===== src/rtl/turret_pkg.sv =====
// Shared types and screen constants for the turret sequencer.
package turret_pkg;

    typedef enum logic [2:0] {
        ST_IDLE     = 3'd0,
        ST_TRACK    = 3'd1,
        ST_FIRE     = 3'd2,
        ST_COOLDOWN = 3'd3,
        ST_LOST     = 3'd4
    } turret_state_t;

    localparam int SCREEN_W = 640;
    localparam int SCREEN_H = 480;
    localparam int HOME_X   = 320;
    localparam int HOME_Y   = 240;
    localparam int X_W      = $clog2(SCREEN_W);
    localparam int Y_W      = $clog2(SCREEN_H);

    // Absolute difference of two zero-extended coordinates in 11-bit two's complement.
    function automatic logic [10:0] abs_diff11(input logic [10:0] a, input logic [10:0] b);
        logic [10:0] d;
        d = a - b;
        return d[10] ? (11'd0 - d) : d;
    endfunction

    function automatic int max_int(input int a, input int b);
        return (a > b) ? a : b;
    endfunction

endpackage


===== src/rtl/turret_sequencer_ms_tick.sv =====
// Millisecond prescaler: one-cycle tick every clock_frequency_mhz*1000 cycles,
// restartable so that durations measured in ticks are exact.
module ms_tick #(
    parameter int clock_frequency_mhz = 50
) (
    input  logic clk,
    input  logic rst_n,
    input  logic restart,
    output logic tick
);

    localparam int CYCLES = clock_frequency_mhz * 1000;
    localparam int CW     = $clog2(CYCLES);
    localparam logic [CW-1:0] LAST = CW'(CYCLES - 1);

    logic [CW-1:0] cnt_q;
    logic [CW-1:0] cnt_d;

    assign tick = (cnt_q == LAST);

    // Next prescaler count.
    always_comb begin
        cnt_d = cnt_q;
        if (restart) begin
            cnt_d = '0;
        end else if (cnt_q == LAST) begin
            cnt_d = '0;
        end else begin
            cnt_d = cnt_q + CW'(1);
        end
    end

    // Prescaler register.
    always_ff @(posedge clk or negedge rst_n) begin
        if (!rst_n) begin
            cnt_q <= '0;
        end else begin
            cnt_q <= cnt_d;
        end
    end

endmodule


===== src/rtl/turret_sequencer.sv =====
// Turret lock/fire sequencer. Define SCAN_TURRET_EN to sweep x while IDLE
// instead of holding the home position.
module turret_sequencer
    import turret_pkg::*;
#(
    parameter int clock_frequency_mhz = 50,
    parameter int LOCK_TOL            = 4,
    parameter int SETTLE_MS           = 200,
    parameter int FIRE_MS             = 100,
    parameter int COOLDOWN_MS         = 1000,
    parameter int LOST_MS             = 500,
    parameter int SCAN_STEP           = 8,
    parameter int SCAN_MS             = 20
) (
    input  logic       clk,
    input  logic       rst_n,
    input  logic       on_screen,
    input  logic [9:0] tracked_coordinates_x,
    input  logic [8:0] tracked_coordinates_y,
    input  logic       arm,
    output logic [9:0] driven_coordinates_x,
    output logic [8:0] driven_coordinates_y,
    output logic       fire,
    output logic [2:0] state
);

    localparam int TW = $clog2(max_int(max_int(max_int(SETTLE_MS, FIRE_MS),
                                max_int(COOLDOWN_MS, LOST_MS)), max_int(SCAN_MS, 2)) + 1);
    localparam logic [TW-1:0]  SETTLE_T = TW'(SETTLE_MS);
    localparam logic [TW-1:0]  FIRE_END = TW'(FIRE_MS - 1);
    localparam logic [TW-1:0]  COOL_END = TW'(COOLDOWN_MS - 1);
    localparam logic [TW-1:0]  LOST_END = TW'(LOST_MS - 1);
    localparam logic [10:0]    TOL      = 11'(LOCK_TOL);
    localparam logic [X_W-1:0] HOME_XV  = X_W'(HOME_X);
    localparam logic [Y_W-1:0] HOME_YV  = Y_W'(HOME_Y);

    turret_state_t  state_q, state_d;
    logic [X_W-1:0] drv_x_q, drv_x_d;
    logic [Y_W-1:0] drv_y_q, drv_y_d;
    logic [X_W-1:0] anchor_x_q, anchor_x_d;
    logic [Y_W-1:0] anchor_y_q, anchor_y_d;
    logic [TW-1:0]  timer_q, timer_d;
    logic           fire_q, fire_d;
    logic           tick_s;
    logic           relatch_s;
    logic           restart_s;
    logic           off_anchor_s;

    assign off_anchor_s = (abs_diff11({1'b0, tracked_coordinates_x}, {1'b0, anchor_x_q}) > TOL) ||
                          (abs_diff11({2'b00, tracked_coordinates_y}, {2'b00, anchor_y_q}) > TOL);

`ifdef SCAN_TURRET_EN
    localparam logic [TW-1:0]  SCAN_END = TW'(SCAN_MS - 1);
    localparam logic [X_W-1:0] X_MAX    = X_W'(SCREEN_W - 1);
    localparam logic [X_W-1:0] STEP_X   = X_W'(SCAN_STEP);
    logic        scan_up_q, scan_up_d;
    logic [10:0] scan_sum_s;
    assign scan_sum_s = {1'b0, drv_x_q} + 11'(SCAN_STEP);
`endif

    ms_tick #(
        .clock_frequency_mhz(clock_frequency_mhz)
    ) u_ms_tick (
        .clk     (clk),
        .rst_n   (rst_n),
        .restart (restart_s),
        .tick    (tick_s)
    );

    // Next-state, commanded position, anchor and duration timer.
    always_comb begin
        state_d    = state_q;
        drv_x_d    = drv_x_q;
        drv_y_d    = drv_y_q;
        anchor_x_d = anchor_x_q;
        anchor_y_d = anchor_y_q;
        timer_d    = timer_q;
        relatch_s  = 1'b0;
`ifdef SCAN_TURRET_EN
        scan_up_d  = scan_up_q;
`endif
        case (state_q)
            ST_IDLE: begin
                if (on_screen) begin
                    state_d = ST_TRACK;
`ifdef SCAN_TURRET_EN
                end else if (tick_s && (timer_q == SCAN_END)) begin
                    drv_y_d = HOME_YV;
                    if (scan_up_q) begin
                        if (scan_sum_s >= {1'b0, X_MAX}) begin
                            drv_x_d   = X_MAX;
                            scan_up_d = 1'b0;
                        end else begin
                            drv_x_d = scan_sum_s[X_W-1:0];
                        end
                    end else begin
                        if (drv_x_q <= STEP_X) begin
                            drv_x_d   = '0;
                            scan_up_d = 1'b1;
                        end else begin
                            drv_x_d = drv_x_q - STEP_X;
                        end
                    end
`endif
                end else begin
                    state_d = ST_IDLE;
                end
            end
            ST_TRACK: begin
                if (!on_screen) begin
                    state_d = ST_LOST;
                end else begin
                    drv_x_d = tracked_coordinates_x;
                    drv_y_d = tracked_coordinates_y;
                    // A moved target restarts the settle window rather than firing.
                    if (off_anchor_s) begin
                        relatch_s = 1'b1;
                    end else if ((timer_q == SETTLE_T) && arm) begin
                        state_d = ST_FIRE;
                    end else begin
                        state_d = ST_TRACK;
                    end
                end
            end
            ST_FIRE: begin
                if (!arm) begin
                    state_d = ST_COOLDOWN;
                end else if (tick_s && (timer_q == FIRE_END)) begin
                    state_d = ST_COOLDOWN;
                end else begin
                    state_d = ST_FIRE;
                end
            end
            ST_COOLDOWN: begin
                if (on_screen) begin
                    drv_x_d = tracked_coordinates_x;
                    drv_y_d = tracked_coordinates_y;
                end else begin
                    drv_x_d = drv_x_q;
                end
                if (tick_s && (timer_q == COOL_END)) begin
                    state_d = on_screen ? ST_TRACK : ST_LOST;
                end else begin
                    state_d = ST_COOLDOWN;
                end
            end
            ST_LOST: begin
                if (on_screen) begin
                    state_d = ST_TRACK;
                end else if (tick_s && (timer_q == LOST_END)) begin
                    state_d = ST_IDLE;
                    drv_x_d = HOME_XV;
                    drv_y_d = HOME_YV;
`ifdef SCAN_TURRET_EN
                    scan_up_d = 1'b1;
`endif
                end else begin
                    state_d = ST_LOST;
                end
            end
            default: begin
                state_d = ST_IDLE;
                drv_x_d = HOME_XV;
                drv_y_d = HOME_YV;
            end
        endcase

        if (((state_d == ST_TRACK) && (state_q != ST_TRACK)) || relatch_s) begin
            anchor_x_d = tracked_coordinates_x;
            anchor_y_d = tracked_coordinates_y;
        end else begin
            anchor_x_d = anchor_x_q;
        end

        restart_s = (state_d != state_q) || relatch_s;

        // Durations count whole ms ticks from the last restart.
        if (restart_s) begin
            timer_d = '0;
        end else if (tick_s) begin
            case (state_q)
                ST_TRACK: begin
                    if (timer_q < SETTLE_T) begin
                        timer_d = timer_q + TW'(1);
                    end else begin
                        timer_d = timer_q;
                    end
                end
`ifdef SCAN_TURRET_EN
                ST_IDLE: begin
                    if (timer_q == SCAN_END) begin
                        timer_d = '0;
                    end else begin
                        timer_d = timer_q + TW'(1);
                    end
                end
`endif
                ST_FIRE, ST_COOLDOWN, ST_LOST: begin
                    timer_d = timer_q + TW'(1);
                end
                default: begin
                    timer_d = timer_q;
                end
            endcase
        end else begin
            timer_d = timer_q;
        end

        fire_d = (state_d == ST_FIRE);
    end

    // State, outputs and bookkeeping registers.
    always_ff @(posedge clk or negedge rst_n) begin
        if (!rst_n) begin
            state_q    <= ST_IDLE;
            drv_x_q    <= HOME_XV;
            drv_y_q    <= HOME_YV;
            anchor_x_q <= HOME_XV;
            anchor_y_q <= HOME_YV;
            timer_q    <= '0;
            fire_q     <= 1'b0;
`ifdef SCAN_TURRET_EN
            scan_up_q  <= 1'b1;
`endif
        end else begin
            state_q    <= state_d;
            drv_x_q    <= drv_x_d;
            drv_y_q    <= drv_y_d;
            anchor_x_q <= anchor_x_d;
            anchor_y_q <= anchor_y_d;
            timer_q    <= timer_d;
            fire_q     <= fire_d;
`ifdef SCAN_TURRET_EN
            scan_up_q  <= scan_up_d;
`endif
        end
    end

    assign driven_coordinates_x = drv_x_q;
    assign driven_coordinates_y = drv_y_q;
    assign fire                 = fire_q;
    assign state                = state_q;

endmodule


===== config.mk =====
export PLATFORM = sky130hd
export DESIGN_NAME = turret_sequencer
export DESIGN_NICKNAME = d
export VERILOG_FILES = /design/src/rtl/turret_pkg.sv /design/src/rtl/turret_sequencer_ms_tick.sv /design/src/rtl/turret_sequencer.sv
export SDC_FILE = /design/constraint.sdc
export NUM_CORES = 1
export LEC_CHECK = 0
export CORE_ASPECT_RATIO = 0.75
export CORE_MARGIN = 2
export CORE_UTILIZATION = 62
export DETAILED_ROUTE_END_ITERATION = 6
export DONT_BUFFER_PORTS = 1
export PLACE_DENSITY_LB_ADDON = 0.15
export SETUP_SLACK_MARGIN = 0.05
export SYNTH_ARGS = -nofsm -noshare
export SYNTH_HDL_FRONTEND = slang
export SYNTH_HIERARCHICAL = 1
export SYNTH_SLANG_ARGS = --single-unit

===== constraint.sdc =====
create_clock -name clk -period 11.7 [get_ports clk]
set_input_delay 2.34 -clock clk [delete_from_list [all_inputs] [get_ports clk]]
set_output_delay 2.34 -clock clk [all_outputs]
set_load 0.03 [all_outputs]

==> impl_metrics.tcl <==
set metrics [dict create \
    synth_fa_ha_area_share_pct 7.347 \
    place_congestion 0.9479 \
    setup_viol 0 \
    status "finished, final reports clean" \
    final_cells 619 \
    grt_max_degree 69 \
    cts_root_buf "clkbuf_8" \
    r2r_start "u_ms_tick/cnt_q[11]" \
    yosys.area_share.simple_pct 22.07 \
    dpl.hpwl_mm 7.634 \
    hold_violations 0 \
    drt_pass1_iterations 5 \
    die_w_um 103.8 \
    critPathKind "input port to flip-flop" \
    fp.dieH_um 78.86 \
    synth_edf_count 0 \
    setup_tns_ns 0 \
    hold_class "flip-flop to flip-flop" \
    worst_pin_slew_ns 1.168 \
    hold_start "u_ms_tick/cnt_q[0]" \
    rsz0062_at_grt "no" \
    synth_area_um2 4632 \
    postSynthCellCount 514 \
    synth.area.mux_share_pct 6.969 \
    core_area_um2 7297 \
    synth_xor_area_share_pct 7.185 \
    synth-compound-area-share_pct 14.86 \
    post-route-period-util_pct 51.16 \
    post_cts_buffers 0 \
    cts_resized 0 \
    clkTransAtPathRegs_ns 0.07 \
    cts_buffers 9 \
    cp-start-kind "input port" \
    route.detailed.drc 0 \
    drive_above_1_share_pct 12.55 \
    p_leak_nw 2.106 \
    critPathSlowestCell "or2_0" \
    crit_path_start "tracked_coordinates_y[0]" \
    nets 562 \
    ys_warn_count 6 \
    grt_pass1_wl_mm 17.65 \
    ant_nets 0 \
    cp_top_family "simple AND/OR/NAND/NOR gates" \
    syn_to_final_growth_pct 5.429 \
    worst_setup_path_end_kind "flip-flop" \
    vias_per_cell 6.008 \
    synth-async-reset-ratio_pct 100.0 \
    antenna_cells 0 \
    cts_buffer_depth 2 \
    layout_common_cells "63 x nor2_1, 56 x dfrtp_1, 41 x nand2_1, 35 x inv_1, 32 x a21oi_1" \
    worstPathRequired_ns 11.96 \
    final_common_cell "nor2_1" \
    synth_nets 563 \
    crit_arrival_ns 6.24 \
    portBuffers 0 \
    drv_cap 0 \
    synth_top_family_by_area "simple AND/OR/NAND/NOR gates" \
    max_freq_mhz 167.1 \
    clkLatencyLatePin_ns 0.34 \
    fin_skew_ns 0.005118 \
    drtIter0Drc 207 \
    synth_cell_type_count 68 \
    ys_ff_latch 68 \
    crit_cells 16 \
    maxSlewHeadroom_pct 21.82 \
    dieArea_um2 8186 \
    initial_core_util_pct 63.48 \
    rr_worst_depth 14 \
    grt_usage_pct 26.62 \
    max_stage_delay_ns 0.51 \
    antenna_found_initial 0 \
    drt-total-wl_mm 10.32 \
    grt_pass1_vias 3562 \
    htreeDepth 3 \
    io_pins 46 \
    cts_tree "yes" \
    vdd_drop_max_mv 0.1962 \
    overflow 0 \
    fin_crit_ns 5.986 \
    p_per_area_nw_per_um2 264.2 \
    drv_slew 0 \
    cp_cell_sequence "inv_1, ha_1, inv_1, fa_1, a211oi_1, nor2_1, xor2_1, or3b_1, a211o_1, o211ai_1, nand4_1, nor4_4, o211ai_1, buf_4, or2_0, nor2_1" \
    holdPathStages 1 \
    placed_cells 603 \
    worst-path-buf-inv 3 \
    ys_seq_area_share_pct 37.06 \
    ys.flop_type "dfrtp_1" \
    wl_per_cell_um 16.67 \
    clkSinkCount 68 \
    syn_avg_cell_area_um2 9.012 \
    ctsHoldBuffers 0 \
    vias 3719 \
    crit_path_max_fanout 14 \
    num_rows 27 \
]
path summary, 6_finish.rpt:
| path | slack (ns) | end |
|---|---|---|
| min | 0.50 | u_ms_tick/cnt_q[0] |
| min reg2reg | 0.50 | u_ms_tick/cnt_q[0] |
| min in group asynchronous | 1.69 | state[2] |
| max | 5.71 | u_ms_tick/cnt_q[12] |
| max in group asynchronous | 9.79 | driven_coordinates_y[6] |
| max reg2reg | 7.35 | u_ms_tick/cnt_q[12] |
final cells by class:
class | count | area, um^2
clock buffers | 13 | 158.9
clock inverters | 3 | 21.27
fillers | 614 | 2414
inverters | 35 | 131.4
multi-input cells | 396 | 2706
flip-flops and latches | 68 | 1717
well taps | 101 | 126.4
repair buffers | 3 | 22.52
cells in the mapped netlist (all sizes together), types with 5 or more instances:
library cell / instances / area share (%)
buf: 5 / 0.86
mux2: 20 / 5.7
dfstp: 12 / 6.8
nand2b: 6 / 0.81
nor2: 63 / 5.1
nand2: 41 / 3.3
a21oi: 33 / 3.6
o21ai: 30 / 3.5
a211oi: 5 / 0.92
o211ai: 6 / 0.97
nand3b: 5 / 0.81
or2: 7 / 1.0
or4: 5 / 0.89
nor4: 8 / 1.5
inv: 35 / 2.8
nor3: 7 / 0.76
dfrtp: 56 / 30
clkbuf: 10 / 0.81
nand4: 10 / 1.4
xnor2: 22 / 4.2
or3: 5 / 0.68
xor2: 16 / 3.0
mux2i: 6 / 1.3
nand3: 25 / 2.8
ha: 24 / 6.5
through the flow:
stage | utilization [%] | setup WS, ns | area, um^2 | total power [mW] | hold slack (ns)
3_3_place_gp | 64.45 | 5.559 | 4703 | 1.076 | 0.4708
5_1_grt | 66.92 | 5.402 | 4883 | 1.388 | 0.5262
2_1_floorplan | - | 5.845 | 4632 | 0.9705 | 0.4501
6_report | 66.92 | 5.714 | 4883 | 1.290 | 0.4995
4_1_cts | 66.92 | 5.734 | 4883 | 1.285 | 0.4997
3_5_place_dp | 64.45 | 5.388 | 4703 | 1.098 | 0.4898
cell families after synthesis:
logic type	count (synthesis)
muxes	26
buffers and inverters	50
DFF	68
AOI/OAI and AO/OA	107
adders and majority gates	26
and+or+nand+nor	199
xor gates and xnor gates	38
registers in the layout, indices dropped and copies added, names as in the netlist:
register and cells:
u_ms_tick/cnt_q 16, anchor_x_q 10, driven_coordinates_x 10, timer_q 10
anchor_y_q 9, driven_coordinates_y 9, state 3, fire 1
where the power goes:
group	switching [mW]	internal [mW]	total, mW	leakage (nW)
Clock	0.0904	0.0888	0.179	0.0896
Sequential	0.109	0.316	0.425	0.867
Combinational	0.400	0.287	0.686	1.15
routing by layer:
metal / routed length, um / track usage, % / up-vias
met4: 168 / 5.541 / 0
met3: 791 / 8.046 / 19
li1: - / - / 1815
met1: 4895 / 37.96 / 1740
met2: 4461 / 40.33 / 145
met5: 0 / 0 / -
No activity file was read; power rests on OpenSTA's default activity.
